File: config.mk
export PLATFORM = sky130hd
export DESIGN_NAME = rom_streamer
export DESIGN_NICKNAME = d
export VERILOG_FILES = /design/src/rtl/rom_streamer.sv
export SDC_FILE = /design/constraint.sdc
export NUM_CORES = 1
export LEC_CHECK = 0
export BUFFER_PORTS_ARGS = -buffer_cell sky130_fd_sc_hd__buf_2
export CAP_MARGIN = 25
export CORE_MARGIN = 3
export CORE_UTILIZATION = 51
export CTS_BUF_LIST = sky130_fd_sc_hd__clkbuf_16
export CTS_CLUSTER_SIZE = 8
export DETAILED_ROUTE_END_ITERATION = 12
export PLACE_DENSITY = 0.87
export RECOVER_POWER = 25
export SETUP_SLACK_MARGIN = 0.4
export SLEW_MARGIN = 20
export SYNTH_ARGS = -nofsm -noshare
export SYNTH_HDL_FRONTEND = slang
export SYNTH_SLANG_ARGS = --single-unit
export TNS_END_PERCENT = 100
File: constraint.sdc
create_clock -name clk -period 2.06 [get_ports clk]
set_input_delay 0.103 -clock clk [delete_from_list [all_inputs] [get_ports clk]]
set_output_delay 0.103 -clock clk [all_outputs]
set_load 0.005 [all_outputs]
File: src/rtl/rom_streamer.sv
// Streams a burst of words out of a combinational ROM with a valid/ready handshake.
// One word every two cycles (fetch, then send), with a running XOR checksum of the burst.
module rom_streamer #(
    parameter int ADDR_W = 12,
    parameter int DATA_W = 32
) (
    input  logic              clk,
    input  logic              rst_n,
    input  logic              start,
    input  logic [ADDR_W-1:0] base_addr,
    input  logic [ADDR_W:0]   length,
    output logic [ADDR_W-1:0] rom_addr,
    input  logic [DATA_W-1:0] rom_data,
    output logic [DATA_W-1:0] out_data,
    output logic              out_valid,
    input  logic              out_ready,
    output logic              out_last,
    output logic              busy,
    output logic              done,
    output logic [DATA_W-1:0] checksum
);

    typedef enum logic [1:0] {
        IDLE  = 2'd0,
        FETCH = 2'd1,
        SEND  = 2'd2,
        DONE  = 2'd3
    } state_t;

    state_t            state;
    logic [ADDR_W-1:0] addr_cnt;
    logic [ADDR_W:0]   remain;

    assign rom_addr = addr_cnt;

    // busy and done are registered alongside the state so they are glitch-free
    // and never depend combinationally on out_ready.
    always_ff @(posedge clk or negedge rst_n) begin
        if (!rst_n) begin
            state     <= IDLE;
            addr_cnt  <= '0;
            remain    <= '0;
            out_data  <= '0;
            out_valid <= 1'b0;
            out_last  <= 1'b0;
            busy      <= 1'b0;
            done      <= 1'b0;
            checksum  <= '0;
        end else begin
            unique case (state)
                IDLE: begin
                    if (start) begin
                        checksum <= '0;
                        busy     <= 1'b1;
                        if (length != '0) begin
                            addr_cnt <= base_addr;
                            remain   <= length;
                            state    <= FETCH;
                        end else begin
                            done  <= 1'b1;
                            state <= DONE;
                        end
                    end
                end
                FETCH: begin
                    out_data  <= rom_data;
                    out_valid <= 1'b1;
                    out_last  <= (remain == (ADDR_W+1)'(1));
                    checksum  <= checksum ^ rom_data;
                    addr_cnt  <= addr_cnt + ADDR_W'(1);
                    remain    <= remain - (ADDR_W+1)'(1);
                    state     <= SEND;
                end
                SEND: begin
                    if (out_ready) begin
                        out_valid <= 1'b0;
                        if (out_last) begin
                            done  <= 1'b1;
                            state <= DONE;
                        end else begin
                            state <= FETCH;
                        end
                    end
                end
                DONE: begin
                    done  <= 1'b0;
                    busy  <= 1'b0;
                    state <= IDLE;
                end
                default: begin
                    state <= IDLE;
                end
            endcase
        end
    end

endmodule
* After elaboration in Yosys (flattened, before gate mapping) *
Cells that the tools add are included.

storage, ports and cells
  bits in registers = 95
  input bits = 61
  word-level logic and storage cells = 55

operators by class
  $add $sub $neg = 2
  bitwise gates (word level) = 1
  equality and inequality tests = 9
  reductions and logical operators = 12
  mux-type cells = 22

operators by type and width
  cell                   number
  $pmux 32 s2            1
  $mux 32                1
  $xor 32x32->32         1
  $mux 13                2
  $pmux 13 s2            1
  $mux 12                2
  $pmux 12 s2            1
  $eq 13x1->1 const B    1
  $reduce_bool 13->1     1
  $sub 13x1->13 const B  1
  $add 12x1->12 const B  1
  $ne 2x2->1 const B     5
  $mux 2                 4
  $pmux 2 s4             1
  $reduce_and 2->1       4
  $mux 1                 6
  $reduce_bool 2->1      3
  $reduce_and 5->1       1
  $eq 2x2->1 const B     2
  $pmux 1 s2             2
  $pmux 1 s3             1
  $reduce_and 3->1       1
  $reduce_bool 3->1      1
  $eq 2x1->1 const B     1
  $logic_not 2->1        1

* Logic depth before layout (Yosys ltp) *
Gate-level depths: netlist of the first run.

  depth after elaboration = 4
  gate-level depth with buffers = 7
  depth with buffers taken out = 6

* Least setup slack after synthesis of the first run *
Ideal clock, no wire load.

  kind = reg2reg
  start point = reg remain[0]
  end point = reg remain[12]
  period minus slack after synthesis = 1.892 ns
  setup slack = 0.168 ns
  library setup time = 0.111 ns
  arrival = 1.780 ns
  cell stages (with the launch flop) = 8
  cell sequence = dfrtp_1 > inv_1 > ha_1 > or3b_2 > clkbuf_1 > o31ai_4 > nand3_1 > a222oi_1

on the way
  word-level cells in the longest chain between the ends = 2

RTL lines
  element                   RTL line  source
  start: declaration        32        logic [ADDR_W:0] remain;
  start signal: assignment  57        remain <= length;
  start signal: assignment  71        remain <= remain - (ADDR_W+1)'(1);
  $sub 13x1->13             71
  $pmux 13 s2               50        unique case (state)

Every way passes these cells.
A chain may end at the register's enable or synchronous reset.

* Worst setup path in the final report of the first run *
  start point = reg remain[3]
  end point = reg remain[9]

Same word-level chain as after synthesis.

==> results, run 1 <==
- The first TritonRoute pass finished after 5 iterations.
- The first global-routing pass estimated 21900 µm of wire.
- The synthesized design spends more area on one cell type than any other, namely dfrtp_1.
- The number of pins with negative max-slew slack in the final report is 0.
- The number of CTS-inserted buffers is 9.
- The initial core utilization is 53.3%.
- The final clock period utilization by the worst path is 96.1%.
- The antenna diode instance count is 0.
- Of the total power, the share spent switching nets is 41.1%.
- The fraction of layout cells with a size suffix above 1 is 29.1%.
- The fraction of registers with async set or reset after synthesis is 100%.
- The most used flip-flop cell after synthesis is dfrtp_1.
- In this run the horizontal extent of the chip is 99.6 µm.
- The type of the most critical hold path is in -> reg.
- Setup violations remaining at the end of the flow were counted as 0.
- Sorting the synthesized cells by area gives the leading types as dfrtp_1, nand2_1, xor2_1.
- At the pin with the least slew margin, the transition time is 964 ps.
- The post-layout total power is 0.00956 W.
- The number of maximum-capacitance constraint violations is 0.
- The Yosys warning count is 0.
- Combinational logic is responsible for 45.5% of the overall power.
- After detailed routing, the number of remaining DRC violations is 0.
- After floorplanning, the core was sized to cover 8380 µm².
- The sum of net half-perimeters after detailed placement is 8370 µm.
- The die covers 9920 µm².
- The cell area after synthesis is 4470 µm².
- The setup slack of the worst register-to-register path is 80 ps.
- Averaged over all synthesized cells, the footprint is 9.06 µm².
- The synthesized design contains 95 register bits.
- Compared with the post-synthesis result, the final layout area differs by 39.1%.
- The critical path launch point is remain[3]$_DFFE_PN0P_.
- The routed design has 14200 µm of wire.
- Counting every net in the synthesized netlist gives 557.
- The clock network burns 17.8% of the power.
- The largest net degree at the start of global routing is 61.
- Cell internal power was estimated by the tool at 0.00563 W.
- Setup repair after global routing could not meet its margin everywhere.
- The setup slack at placement is 209 ps.
- The endpoint of the lowest-slack register-to-register path is remain[9]$_DFFE_PN0P_.
- In this run the tightest slew margin relative to its limit is 35.7%.
- The number of nets in the final layout is 732.
- Along the worst hold path, the cell count comes to 3.
- The worst voltage drop across the vdd grid is 725 µV.
- The analysis attributes to net switching a power of 0.00393 W.
- The largest fanout on the critical path is 7.
- The power density relative to cell area is 1540 nW/µm².
- The die outline height is 99.6 µm.
- On the final layout, the worst clock skew is 9.10 ps.
- Routability-driven placement finished with a final weighted congestion of 0.876.
- In the routed layout, each cell is associated on average with a via count of 5.78.
- The required time of the critical path is 2250 ps.
- In this run, synthesis inferred 0 flip-flops with an integrated enable.
- The end point of the critical path is remain[9]$_DFFE_PN0P_.
- For this design the static power due to leakage is 3.05 nW.
- By startpoint and endpoint, the worst setup path is classified as reg -> reg.
- The number of global-route vias before repair is 4535.
- Clock tree synthesis selected as its root buffer the cell clkbuf_16.
- The number of sinks driven by the clock tree is 95.
- The number of antenna violations at the first check in global routing is 0.
- Counting tap cells, the placed design contains a total of 716 instances.
- Buffers placed on the I/O ports in this run total 140.
- For this run, the number of standard cells in the final layout without fillers is 778.
- Synthesis handed over a netlist of 493 instances.
- Ranked by instance count, the synthesized netlist is headed by nand2_1, dfrtp_1, nor2_1.
- The launching element type of the critical path is a register.
- For the finished layout, the period the worst path requires is 1980 ps.
- The element type at the critical path end is a register.
- The final total negative setup slack is 0 ps.
- The filler cells instantiated in the layout total 607.
- The number of nets with antenna violations after routing is 0.
- The number of H-tree levels is 3.
- Sequential elements use 53.2% of the synthesized area.
- The clock reaches the later pin of the worst-skew pair after 340 ps.
- In the final routed layout, each cell accounts on average for 18.3 µm.
- Global routing finished with a remaining overflow of 0.
- The final hold slack is 27.8 ps.
- Registers are responsible for 36.7% of the overall power.
- The number of distinct library cells after synthesis is 47.
- After synthesis, the largest area contributor takes up 53.2% of total cell area.
- The maximum clock path buffer count is 2.
- The worst endpoint data arrival time is 2170 ps.
- Detailed routing inserted a total of 4500 vias.
- TritonCTS built the clock tree.
- The count of boundary I/O pins is 141.
- Derived from the worst setup path, the maximum achievable clock frequency is 0.505 GHz.
- For the worst flop-to-flop path, the logic depth is 4.
- The violation count after the first detailed-routing iteration is 289.
- The final worst setup slack is 79.8 ps.
- The floorplan has 33 rows.
- The count of endpoints failing hold in the final timing report is 0.
- The most repeated cell in the gate-level netlist after synthesis is nand2_1.
- The clock-pin slew on the worst setup and hold paths is 70 ps.
- The startpoint identified for the worst register-to-register timing path is remain[3]$_DFFE_PN0P_.
- Global routing consumed, over all layers together, 27.6% of the routing resources.
- The run finished with clean final reports.
[worst min path at each step]
stage	from	endpoint	slack (ps)
3_5_place_dp	rst_n	rom_addr[3]$_DFFE_PN0P_	100
6_report	base_addr[1]	rom_addr[1]$_DFFE_PN0P_	30
3_3_place_gp	rst_n	rom_addr[3]$_DFFE_PN0P_	90
4_1_cts	base_addr[1]	rom_addr[1]$_DFFE_PN0P_	20
5_1_grt	base_addr[0]	rom_addr[0]$_DFFE_PN0P_	40
2_1_floorplan	rst_n	busy$_DFFE_PN0P_	-190
[layout make-up]
| cell class | count | area (µm²) | share of cell area [%] |
|---|---|---|---|
| Clock inverter | 7 | 76.3 | 1.23 |
| Inverter | 5 | 18.8 | 0.302 |
| Clock buffer | 9 | 225 | 3.62 |
| Multi-Input combinational cell | 359 | 2070 | 33.3 |
| Tap cell | 105 | 131 | 2.11 |
| Timing Repair Buffer | 198 | 1310 | 21.1 |
| Sequential cell | 95 | 2380 | 38.3 |
[per-stage QoR]
stage / utilization [%] / cell area (µm²)
after floorplan: - / 4490
after global placement: 63.7 / 5340
after detailed placement: 63.7 / 5340
after CTS: 72.6 / 6090
after global routing: 74.2 / 6220
final: 74.2 / 6220
[layer usage]
| layer | track usage, % | up-vias | share of wire (%) | routed length, µm |
|---|---|---|---|---|
| li1 | - | 2022 | - | - |
| met1 | 33.9 | 2196 | 39 | 5490 |
| met2 | 47.3 | 244 | 51 | 7210 |
| met3 | 6.03 | 38 | 7.9 | 1120 |
| met4 | 11.0 | 0 | 2.8 | 400 |
| met5 | 0 | - | 0 | 0 |
[cells in the final DEF (no fill, tap or decap), types with 4 or more instances in the layout]
master / Yosys / layout
o22ai_1: 6 / 6
a2bb2oi_1: 4 / 4
a31oi_1: 14 / 14
buf_2: 7 / 122
o2bb2ai_1: 6 / 5
nand3_1: 9 / 9
buf_4: 1 / 15
nor2_1: 44 / 42
nand2_1: 147 / 146
o31ai_1: 7 / 5
clkbuf_16: 0 / 11
dfrtp_1: 95 / 92
o21ai_0: 10 / 9
dlygate4sd3_1: 0 / 33
buf_12: 0 / 4
clkbuf_1: 26 / 17
xor2_1: 32 / 32
a21oi_1: 26 / 26
or3_1: 4 / 4
[flip-flops by register name, indices dropped and copies added (netlist names)]
name	flops
state	2
remain	13
out_data	32
out_last	1
checksum	32
out_valid	1
busy	1
done	1
rom_addr	12
[worst max-delay path: stages (launching register included)]
cell	delay [ps]
dfrtp_1	450
or4_4	610
or3_1	410
o22ai_1	220
a21oi_1	140
[power by group through the flow]
| stage | registers (W) | logic [W] | clock network [W] |
|---|---|---|---|
| after detailed placement | 0.00345 | 0.00379 | 0 |
| final | 0.00351 | 0.00435 | 0.00170 |
| after CTS | 0.00344 | 0.00403 | 0.00173 |
| after floorplan | 0.00340 | 0.00223 | 0 |
| after global routing | 0.00361 | 0.00479 | 0.00180 |
| after global placement | 0.00339 | 0.00361 | 0 |
[what timing repair did]
| action | 4_1_cts | 5_1_grt |
|---|---|---|
| pin swaps | 6 | 7 |
| endpoints found under the setup margin | 47 | 23 |
| gates resized for setup | 14 | 18 |
| cloned | 0 | 3 |
| endpoints found under the hold margin | 67 | 0 |
| hold buffers | 33 | 0 |
| buffers inserted | 8 | 2 |
[cell families after synthesis]
family | synth area share [%]
compound gates | 13.9
buf+inv | 3.81
flops | 53.2
xor+xnor | 6.27
mux | 0.224
fa+ha+maj | 0.840
simple gates | 21.8
(Power assumes the default switching activity.)
==> run 2, diff against run 1 <==
--- a/config.mk
+++ b/config.mk
@@ -5,14 +5,15 @@
 export SDC_FILE = /design/constraint.sdc
 export NUM_CORES = 1
 export LEC_CHECK = 0
+export ABC_AREA = 1
 export BUFFER_PORTS_ARGS = -buffer_cell sky130_fd_sc_hd__buf_2
 export CAP_MARGIN = 25
 export CORE_MARGIN = 3
-export CORE_UTILIZATION = 51
+export CORE_UTILIZATION = 52
 export CTS_BUF_LIST = sky130_fd_sc_hd__clkbuf_16
 export CTS_CLUSTER_SIZE = 8
 export DETAILED_ROUTE_END_ITERATION = 12
-export PLACE_DENSITY = 0.87
+export PLACE_DENSITY = 0.88
 export RECOVER_POWER = 25
 export SETUP_SLACK_MARGIN = 0.4
 export SLEW_MARGIN = 20
==> results, run 2 <==
- The first routing iteration left 248 violations.
- Of the cells placed in the final design, the portion with a size suffix greater than 1 is 22.9%.
- Summed over all cells, the static leakage comes to 3.18 nW.
- The launch instance of the worst register-to-register path is remain[0]$_DFFE_PN0P_.
- The Yosys warning count is 0.
- The worst clock skew is 8.06 ps.
- In this run, synthesis inferred 0 flip-flops with an integrated enable.
- Timing would allow up to 0.642 GHz.
- The final total negative setup slack is 0 ps.
- The synthesized netlist occupies a cell area of 4650 µm².
- Yosys instantiated no cell more often than nand2_1.
- The first TritonRoute pass finished after 7 iterations.
- Entering global routing, the biggest net connects 53 pins.
- In the routed design, unresolved DRC markers number 0.
- The number of nets with antenna violations after routing is 0.
- The CTS tree is done.
- At the end of routability-driven placement, the weighted congestion stood at 0.933.
- In the synthesized netlist the dominant register cell turns out to be dfrtp_1.
- The source of the worst hold timing path is rom_data[20].
- Once layout is complete, the utilization of the core stands at 70.1%.
- The element type at the critical path end is a register.
- STA puts the critical path data arrival time at 1780 ps.
- The total overflow left after global routing is 0.
- The initial core utilization is 54.9%.
- The average wire length per cell after detail routing is 14.7 µm.
- The required time of the critical path is 2290 ps.
- The clock passes through at most 2 buffers.
- The number of pins with negative max-slew slack in the final report was 0.
- The most common library cell in the layout ignoring fill and taps is nand2_1.
- The count of endpoints failing hold in the final timing report is 0.
- The wire length of the first global-routing pass is 20500 µm.
- The final clock period utilization by the worst path is 75.6%.
- The row count is 33.
- At the pin with the least slew margin, the transition time is 1080 ps.
- Setup repair after global routing could not meet its margin everywhere.
- The library cells used most frequently in the layout, excluding fill and tap cells, are nand2_1, buf_2, dfrtp_1.
- The run finished with clean final reports.
- The net count of the finished layout is 822.
- The clock tree root driver cell is clkbuf_16.
- The worst hold path cell count is 3.
- The H-tree was split into 3 levels.
- The start-to-end type of the worst setup path is reg -> reg.
- The number of global-route vias before repair is 4491.
- After detailed routing, the number of vias per cell comes to 5.35.
- The power density relative to cell area is 1570 nW/µm².
- The filler cells instantiated in the layout total 670.
- The type of the most critical hold path is in -> reg.
- The largest fanout on the critical path is 5.
- The largest registers in the layout are checksum: 32 flops, out_data: 32 flops, remain: 13 flops.
- The antenna diode instance count is 0.
- Counting instances in the post-synthesis netlist gives the leading cell types as nand2_1, dfrtp_1, nor2_1.
- The area enclosed by the die boundary is 10100 µm².
- The setup slack at placement is 415 ps.
- The post-synthesis average cell area is 7.79 µm².
- The area taken by multi-input logic gates is 2020 µm².
- Setup violations remaining at the end of the flow were counted as 0.
- The leading area contributor after synthesis is dfrtp_1.
- TritonCTS created 9 clock buffers.
- The area fraction of the dominant cell type after synthesis is 51.1%.
- Across all register-to-register paths, the minimum setup slack is 500 ps.
- In this run, distinct cell masters in the synthesized netlist total 28.
- The sequential share of the synthesized area is 51.1%.
- The aggregate global-route resource usage is 25.0%.
- Once detailed placement completed, the half-perimeter wirelength came to 8520 µm.
- From synthesis to final layout, the design area changed by 27.6%.
- The via total after detailed routing is 4642.
- Yosys attributes the largest share of cell area to dfrtp_1, nand2_1, nand3_1.
- The worst hold path terminates at out_data[20]$_DFFE_PN0P_.
- Synthesis handed over a netlist of 597 instances.
- The post-detailed-routing wire length is 12800 µm.
- STA classifies the critical path startpoint as a register.
- The clock latency reported for the late side of the worst-skew pair is 340 ps.
- The final worst setup slack is 502 ps.
- For this design, the sink count on the clock tree is 95.
- The minimum clock period after layout is 1560 ps.
- During placement, the flow inserted port buffers numbering 140.
- 141 I/O pins were placed.
- The die outline height is 101 µm.
- Across the whole layout, storage elements account for 2380 µm².
- The worst voltage drop across the vdd grid is 750 µV.
- The die boundary width is 101 µm.
- Counting flops and latches in the post-synthesis netlist gives 95.
- Across the run, the number of max-cap violations was 0.
- The worst pin sits at a relative slew slack of 27.8%.
- After clock tree synthesis, the clock-pin slew on the worst setup and hold paths is 70 ps.
- The number of antenna violations at the first check in global routing is 0.
- Counting flops with an async set or reset pin after synthesis yields a share of 100%.
- The placeable core region is 8460 µm².
- The endpoint of the lowest-slack register-to-register path is remain[12]$_DFFE_PN0P_.
- Counting every net in the synthesized netlist gives 661.
- The number of cells on the worst reg-to-reg path is 9.
[run 2: final cells by class]
type / count / area share [%]
Tap cell: 105 / 2.21
Multi-Input combinational cell: 444 / 34.0
Clock buffer: 9 / 3.79
Inverter: 39 / 2.55
Timing Repair Buffer: 169 / 16.3
Sequential cell: 95 / 40.1
Clock inverter: 7 / 1.10
[run 2: where the power goes]
part	total (W)	leakage, nW	internal (W)	switching, W
clock	0.00161	0.139	0.000847	0.000765
sequential	0.00360	1.18	0.00280	0.000805
combinational	0.00412	1.86	0.00161	0.00252
total	0.00934	3.18	0.00525	0.00409
[run 2: timing repair]
item                                   in CTS  in global routing
setup endpoints to repair                   0                 18
endpoints found under the hold margin      62                  0
buffers inserted                            0                  2
hold buffers                               20                  0
resized for setup                           0                  4
[run 2: logic make-up (layout without fill, tap and decap cells)]
| family | Yosys count | count (layout) | synth area share, % |
|---|---|---|---|
| compound gates | 66 | 66 | 8.04 |
| fa+ha+maj | 3 | 3 | 0.807 |
| xor+xnor | 8 | 8 | 1.51 |
| buf+inv | 59 | 224 | 6.03 |
| flops | 95 | 95 | 51.1 |
| simple gates | 366 | 367 | 32.5 |
[run 2: worst max path at each step]
stage                     slack (ps)                      end  cells past startpoint                  start
after floorplan                  700    remain[8]$_DFFE_PN0P_                      9  remain[0]$_DFFE_PN0P_
after global placement           480    remain[1]$_DFFE_PN0P_                      8   state[1]$_DFFE_PN0P_
after detailed placement         410    remain[1]$_DFFE_PN0P_                      8   state[1]$_DFFE_PN0P_
after CTS                        400  rom_addr[0]$_DFFE_PN0P_                      8   state[1]$_DFFE_PN0P_
after global routing             370  checksum[1]$_DFFE_PN0P_                      5   state[1]$_DFFE_PN0P_
final                            500   remain[12]$_DFFE_PN0P_                      9  remain[0]$_DFFE_PN0P_
[run 2: through the flow]
| step | power (W) | hold slack [ps] | std cells | area, µm² |
|---|---|---|---|---|
| floorplan | 0.00606 | -193 | 597 | 4650 |
| global placement | 0.00734 | 124 | 829 | 5440 |
| detailed placement | 0.00759 | 128 | 829 | 5440 |
| CTS | 0.00928 | 0.450 | 865 | 5930 |
| global route | 0.0101 | 19.4 | 868 | 5940 |
| finish | 0.00934 | 8.31 | 868 | 5940 |
[run 2: worst max-delay path, cell delays in order, from the launching register on]
cell     delay, ps
dfrtp_1        400
inv_1          140
ha_2           250
nand2_1        140
nor2_2         180
nand2_1         60
nand2_1         50
nand3_1         70
nand2_1         90
nand2_1         50
[run 2: metal layers]
metal	part of all wire (%)	GRT usage, %
met3	9.5	6.16
met5	0	0
met2	50	43.6
met4	2.0	8.50
met1	38	30.3
